### config.mk
export PLATFORM = sky130hd
export DESIGN_NAME = hvsync_gen
export DESIGN_NICKNAME = d
export VERILOG_FILES = /design/src/rtl/vga_timing_pkg.sv /design/src/rtl/hvsync_gen.sv
export SDC_FILE = /design/constraint.sdc
export NUM_CORES = 1
export LEC_CHECK = 0
export ABC_AREA = 1
export CAP_MARGIN = 20
export CORE_ASPECT_RATIO = 1.4
export CORE_MARGIN = 2
export CORE_UTILIZATION = 50
export DETAILED_ROUTE_END_ITERATION = 10
export PLACE_DENSITY = 0.86
export SETUP_SLACK_MARGIN = 0.2
export SKIP_CTS_REPAIR_TIMING = 1
export SLEW_MARGIN = 20
export SYNTH_ARGS = -nofsm -noshare
export SYNTH_HDL_FRONTEND = slang
export SYNTH_SLANG_ARGS = --single-unit
### constraint.sdc
create_clock -name clk -period 1.5 [get_ports clk]
set_input_delay 0.3 -clock clk [delete_from_list [all_inputs] [get_ports clk]]
set_output_delay 0.3 -clock clk [all_outputs]
set_load 0.01 [all_outputs]
### src/rtl/vga_timing_pkg.sv
// Default 640x480 raster timing shared by the sync generator, display buffer and font ROM.
// Derived line/frame extents and character-cell geometry live here so every consumer agrees.
package vga_timing_pkg;

    localparam int unsigned H_DISPLAY = 640;
    localparam int unsigned H_FRONT   = 16;
    localparam int unsigned H_SYNC    = 96;
    // Two pixels short of the standard 48 to absorb the buffer-plus-font read latency.
    localparam int unsigned H_BACK    = 46;
    localparam int unsigned V_DISPLAY = 480;
    localparam int unsigned V_BOTTOM  = 10;
    localparam int unsigned V_SYNC    = 2;
    localparam int unsigned V_TOP     = 33;
    localparam logic        SYNC_ACTIVE = 1'b1;

    localparam int unsigned H_MAX = H_DISPLAY + H_FRONT + H_SYNC + H_BACK - 1;
    localparam int unsigned V_MAX = V_DISPLAY + V_BOTTOM + V_SYNC + V_TOP - 1;

    localparam int unsigned CHAR_W    = 8;
    localparam int unsigned CHAR_H    = 12;
    localparam int unsigned CHAR_COLS = 80;
    localparam int unsigned CHAR_ROWS = 40;

    function automatic logic in_window(input logic [9:0] pos,
                                       input logic [9:0] lo,
                                       input logic [9:0] hi);
        return (pos >= lo) && (pos <= hi);
    endfunction

endpackage

### src/rtl/hvsync_gen.sv
// VGA raster timing: free-running pixel/line counters with registered syncs.
// Syncs are decoded from the current counters, so they trail the position by one clock.
module hvsync_gen #(
    parameter int unsigned H_DISPLAY   = vga_timing_pkg::H_DISPLAY,
    parameter int unsigned H_FRONT     = vga_timing_pkg::H_FRONT,
    parameter int unsigned H_SYNC      = vga_timing_pkg::H_SYNC,
    parameter int unsigned H_BACK      = vga_timing_pkg::H_BACK,
    parameter int unsigned V_DISPLAY   = vga_timing_pkg::V_DISPLAY,
    parameter int unsigned V_BOTTOM    = vga_timing_pkg::V_BOTTOM,
    parameter int unsigned V_SYNC      = vga_timing_pkg::V_SYNC,
    parameter int unsigned V_TOP       = vga_timing_pkg::V_TOP,
    parameter logic        SYNC_ACTIVE = vga_timing_pkg::SYNC_ACTIVE
) (
    input  logic       clk,
    input  logic       reset,
    output logic       hsync,
    output logic       vsync,
    output logic       display_on,
    output logic [9:0] hpos,
    output logic [9:0] vpos,
    output logic       line_end,
    output logic       frame_end
);
    import vga_timing_pkg::in_window;

    localparam int unsigned H_MAX_I = H_DISPLAY + H_FRONT + H_SYNC + H_BACK - 1;
    localparam int unsigned V_MAX_I = V_DISPLAY + V_BOTTOM + V_SYNC + V_TOP - 1;

    if (H_MAX_I > 1023 || V_MAX_I > 1023) begin : g_range_err
        $error("hvsync_gen: H_MAX or V_MAX exceeds the 10-bit counter range");
    end

    localparam logic [9:0] H_MAX    = 10'(H_MAX_I);
    localparam logic [9:0] V_MAX    = 10'(V_MAX_I);
    localparam logic [9:0] H_VIS    = 10'(H_DISPLAY);
    localparam logic [9:0] V_VIS    = 10'(V_DISPLAY);
    localparam logic [9:0] HS_START = 10'(H_DISPLAY + H_FRONT);
    localparam logic [9:0] HS_END   = 10'(H_DISPLAY + H_FRONT + H_SYNC - 1);
    localparam logic [9:0] VS_START = 10'(V_DISPLAY + V_BOTTOM);
    localparam logic [9:0] VS_END   = 10'(V_DISPLAY + V_BOTTOM + V_SYNC - 1);

    logic [9:0] hpos_q, hpos_d;
    logic [9:0] vpos_q, vpos_d;
    logic       hsync_q, hsync_d;
    logic       vsync_q, vsync_d;
    logic       h_wrap;

    always_comb begin
        h_wrap  = (hpos_q == H_MAX);
        hpos_d  = h_wrap ? 10'd0 : hpos_q + 10'd1;
        vpos_d  = vpos_q;
        if (h_wrap) begin
            vpos_d = (vpos_q == V_MAX) ? 10'd0 : vpos_q + 10'd1;
        end
        hsync_d = in_window(hpos_q, HS_START, HS_END) ? SYNC_ACTIVE : ~SYNC_ACTIVE;
        vsync_d = in_window(vpos_q, VS_START, VS_END) ? SYNC_ACTIVE : ~SYNC_ACTIVE;
    end

    always_ff @(posedge clk) begin
        if (reset) begin
            hpos_q  <= 10'd0;
            vpos_q  <= 10'd0;
            hsync_q <= ~SYNC_ACTIVE;
            vsync_q <= ~SYNC_ACTIVE;
        end else begin
            hpos_q  <= hpos_d;
            vpos_q  <= vpos_d;
            hsync_q <= hsync_d;
            vsync_q <= vsync_d;
        end
    end

    assign hpos       = hpos_q;
    assign vpos       = vpos_q;
    assign hsync      = hsync_q;
    assign vsync      = vsync_q;
    assign display_on = (hpos_q < H_VIS) && (vpos_q < V_VIS);
    assign line_end   = h_wrap;
    assign frame_end  = h_wrap && (vpos_q == V_MAX);

endmodule

==> PnR_summary.wiki <==
{| class="wikitable"
! Metric !! Value
|-
| Cell Chain, Critical Path || inv_2 -> ha_4 -> inv_1 -> nor2_2 -> nand3_2 -> nor2_4 -> buf_6
|-
| Count of vias placed by the detailed router || 1604
|-
| Final setup vio count || 3
|-
| Setup slack of the most critical reg-to-reg path || 70 ps
|-
| Layout cell share with drive strength beyond 1 || 53.5%
|-
| Commonest cells after routing, fill and taps aside || nand2_1, buf_4, nor2_1
|-
| Number of buffers created by CTS || 3
|-
| Final Wtd Congestion || 0.920
|-
| Vias in the first global route || 1436
|-
| Final cell area excluding filler cells || 0.00212 mm²
|-
| Avg WL per Cell || 16.2 µm
|-
| Clock latency reported for the late side of the worst-skew pair || 330 ps
|-
| TritonCTS sink count || 22
|-
| Total congestion overflow || 0
|-
| Area occupied by multi-input gates || 886 µm²
|-
| Synthesized flop and latch total || 22
|-
| Share of the clock period used by the worst path || 114%
|-
| Sequential standard cell area || 478 µm²
|-
| Clock root buffer || clkbuf_4
|-
| Post-route insts no fill || 292
|-
| Worst setup slack after layout || -208 ps
|-
| Required time at the endpoint of the critical path || 1200 ps
|-
| Largest stage delay on the critical path || 350 ps
|-
| Effective utilization at floorplan || 53.1%
|-
| Pin count of the biggest net entering global routing || 13
|-
| Arrival @ worst endpoint || 1410 ps
|-
| Layout area overhead || 65.1%
|-
| FMAX || 585 MHz
|-
| Number of inserted filler cells in the final layout || 132
|-
| Clock tree from TritonCTS || yes
|-
| Number of buffer cells added on primary ports || 26
|-
| Number of warnings reported in the yosys synthesis log || 0
|-
| Type of the most critical hold path || reg -> reg
|-
| Die height || 63.9 µm
|-
| TritonRoute pass-1 iters || 4
|-
| Reg clk slew, reported paths || 130 ps
|-
| Syn Std Cell Area || 0.00128 mm²
|-
| ANT cells || 0
|-
| CP Capture Type || primary output
|-
| Net total in the final layout || 267
|-
| Final count of pins violating max slew || 0
|-
| Final min period || 1710 ps
|-
| Worst Tran Pin Value || 227 ps
|-
| Rows || 21
|-
| Number of distinct library cell variants in the gate-level netlist after synthesis || 25
|-
| Sum of net half-perimeters after detailed placement || 2750 µm
|-
| Sequential element share of the synthesized area || 34.3%
|-
| Initial antenna violation count || 0
|-
| GRT Overall Usage || 27.0%
|-
| Width of the die || 46.8 µm
|-
| Synthesized netlist net count || 194
|-
| Areal power density over the cells || 489 mW/mm²
|-
| Setup Total Neg Slack || -451 ps
|-
| Residual DRC || 0
|-
| Overall die area || 0.00299 mm²
|-
| Failing checks || negative setup slack
|-
| Fraction of post-synthesis cell area in the top cell type by area || 34.3%
|-
| Floorplan core area || 0.00242 mm²
|-
| H-Tree Level Count || 1
|-
| Synthesized instance count || 186
|-
| Maxcap violations || 0
|-
| Routed vias/inst || 5.49
|-
| Global-route wire length before repair || 5930 µm
|-
| Top cells by area in the synthesized netlist || dfxtp_1, nand2_1, nor2_1
|-
| Mean Syn Cell Area || 6.90 µm²
|-
| Dpl cell area || 0.00188 mm²
|-
| Dominant cell type by area after synthesis || dfxtp_1
|-
| Ports placed on the boundary || 27
|-
| Outcome || finished with violations
|-
| Master of the slowest instance on the critical path || dfxtp_2
|-
| Worst vdd ir || 0.768 mV
|-
| Headroom to the max-slew limit || 84.7%
|-
| Crit path kind || reg -> out
|-
| RSZ-0062 raised after global routing || yes
|-
| Final Hold Violating Endpoints || 0
|-
| Max Fanout on Critical Path || 2
|-
| Number of buffers between clock root and the deepest sink || 2
|-
| Startpoint Class || register
|-
| Post-placement cell count || 281
|-
| Most common cell after layout, fill and taps aside || nand2_1
|-
| Worst Clk Skew || 4.69 ps
|-
| Overall routed net length || 4740 µm
|-
| Initial drt markers || 85
|-
| Static Leak || 0.979 nW
|-
| Remaining antenna violation count after routing || 0
|}
synthesized netlist by cell type:
cell and instances:
a21oi_1 9, nor3b_1 1, nor3b_2 1, dfxtp_1 22, nand2_2 4, nand4_1 6
nor2_1 28, buf_6 2, nor4_1 1, xnor2_1 1, o21ai_0 2, nand3_4 1
nand2_1 49, nand3b_1 1, o21ai_1 1, nor3_2 1, ha_1 6, nor2_4 4
o31ai_1 1, nand3_1 14, nor3_1 1, inv_1 24, xor2_1 2, nand3_2 2
inv_2 2
where the power goes:
part | switching [mW] | internal [mW] | total [mW]
clock | 0.208 | 0.149 | 0.357
combinational | 0.0498 | 0.0398 | 0.0895
sequential | 0.00554 | 0.584 | 0.589
cells by family (layout without fill, tap and decap cells):
group / after synthesis / count (layout) / synth area share [%]
XOR/XNOR: 3 / 3 / 2.05
buffers and inverters: 28 / 100 / 9.37
AO/OA/AOI/OAI: 13 / 13 / 5.27
AND/OR/NAND/NOR: 114 / 114 / 43.1
flip-flops: 22 / 22 / 34.3
adder cells (fa/ha/maj): 6 / 6 / 5.85
state kept, by name (all words and copies together) (netlist names):
name / count
vpos: 10
hpos: 10
vsync: 1
hsync: 1
path summary, 6_finish.rpt:
| kind | startpoint | endpoint | cells after the start |
|---|---|---|---|
| worst min-delay path | hpos[9]$_SDFF_PP0_ | hpos[9]$_SDFF_PP0_ | 2 |
| worst min register to register | hpos[9]$_SDFF_PP0_ | hpos[9]$_SDFF_PP0_ | 2 |
| worst max-delay path | hpos[1]$_SDFF_PP0_ | line_end | 7 |
| worst max register to register | hpos[1]$_SDFF_PP0_ | vpos[0]$_SDFFE_PP0P_ | 10 |
through the flow:
| stage | utilization (%) | setup slack [ps] | hold slack, ps | power [mW] |
|---|---|---|---|---|
| global route | 87.6 | -255 | 548 | 1.07 |
| floorplan | - | 223 | 369 | 0.651 |
| global placement | 77.7 | -180 | 503 | 0.693 |
| finish | 87.6 | -208 | 518 | 1.04 |
| CTS | 79.2 | -608 | 516 | 1.04 |
| detailed placement | 77.7 | -232 | 496 | 0.697 |
routing by layer:
layer  up-vias  global-route usage, %  wire (µm)
met3        35                   3.67        334
met5         -                      0          0
met4         0                   17.0        265
met1       730                   26.4       1600
li1        727                      -          -
met2       112                   48.8       2550
critical path, delay by kind of cell, from the launching register on:
kind / cells / cell delay (ps)
simple gates: 3 / 360
flops: 1 / 350
buf+inv: 3 / 230
fa+ha+maj: 1 / 130
layout make-up:
cell class,instances,area share [%]
sequential,22,22.6
timing repair buffer,70,27.0
tap,34,2.01
multi-input combinational,136,41.8
inverter,26,4.85
clock buffer,4,1.71
No activity file was read; power rests on OpenSTA's default activity.
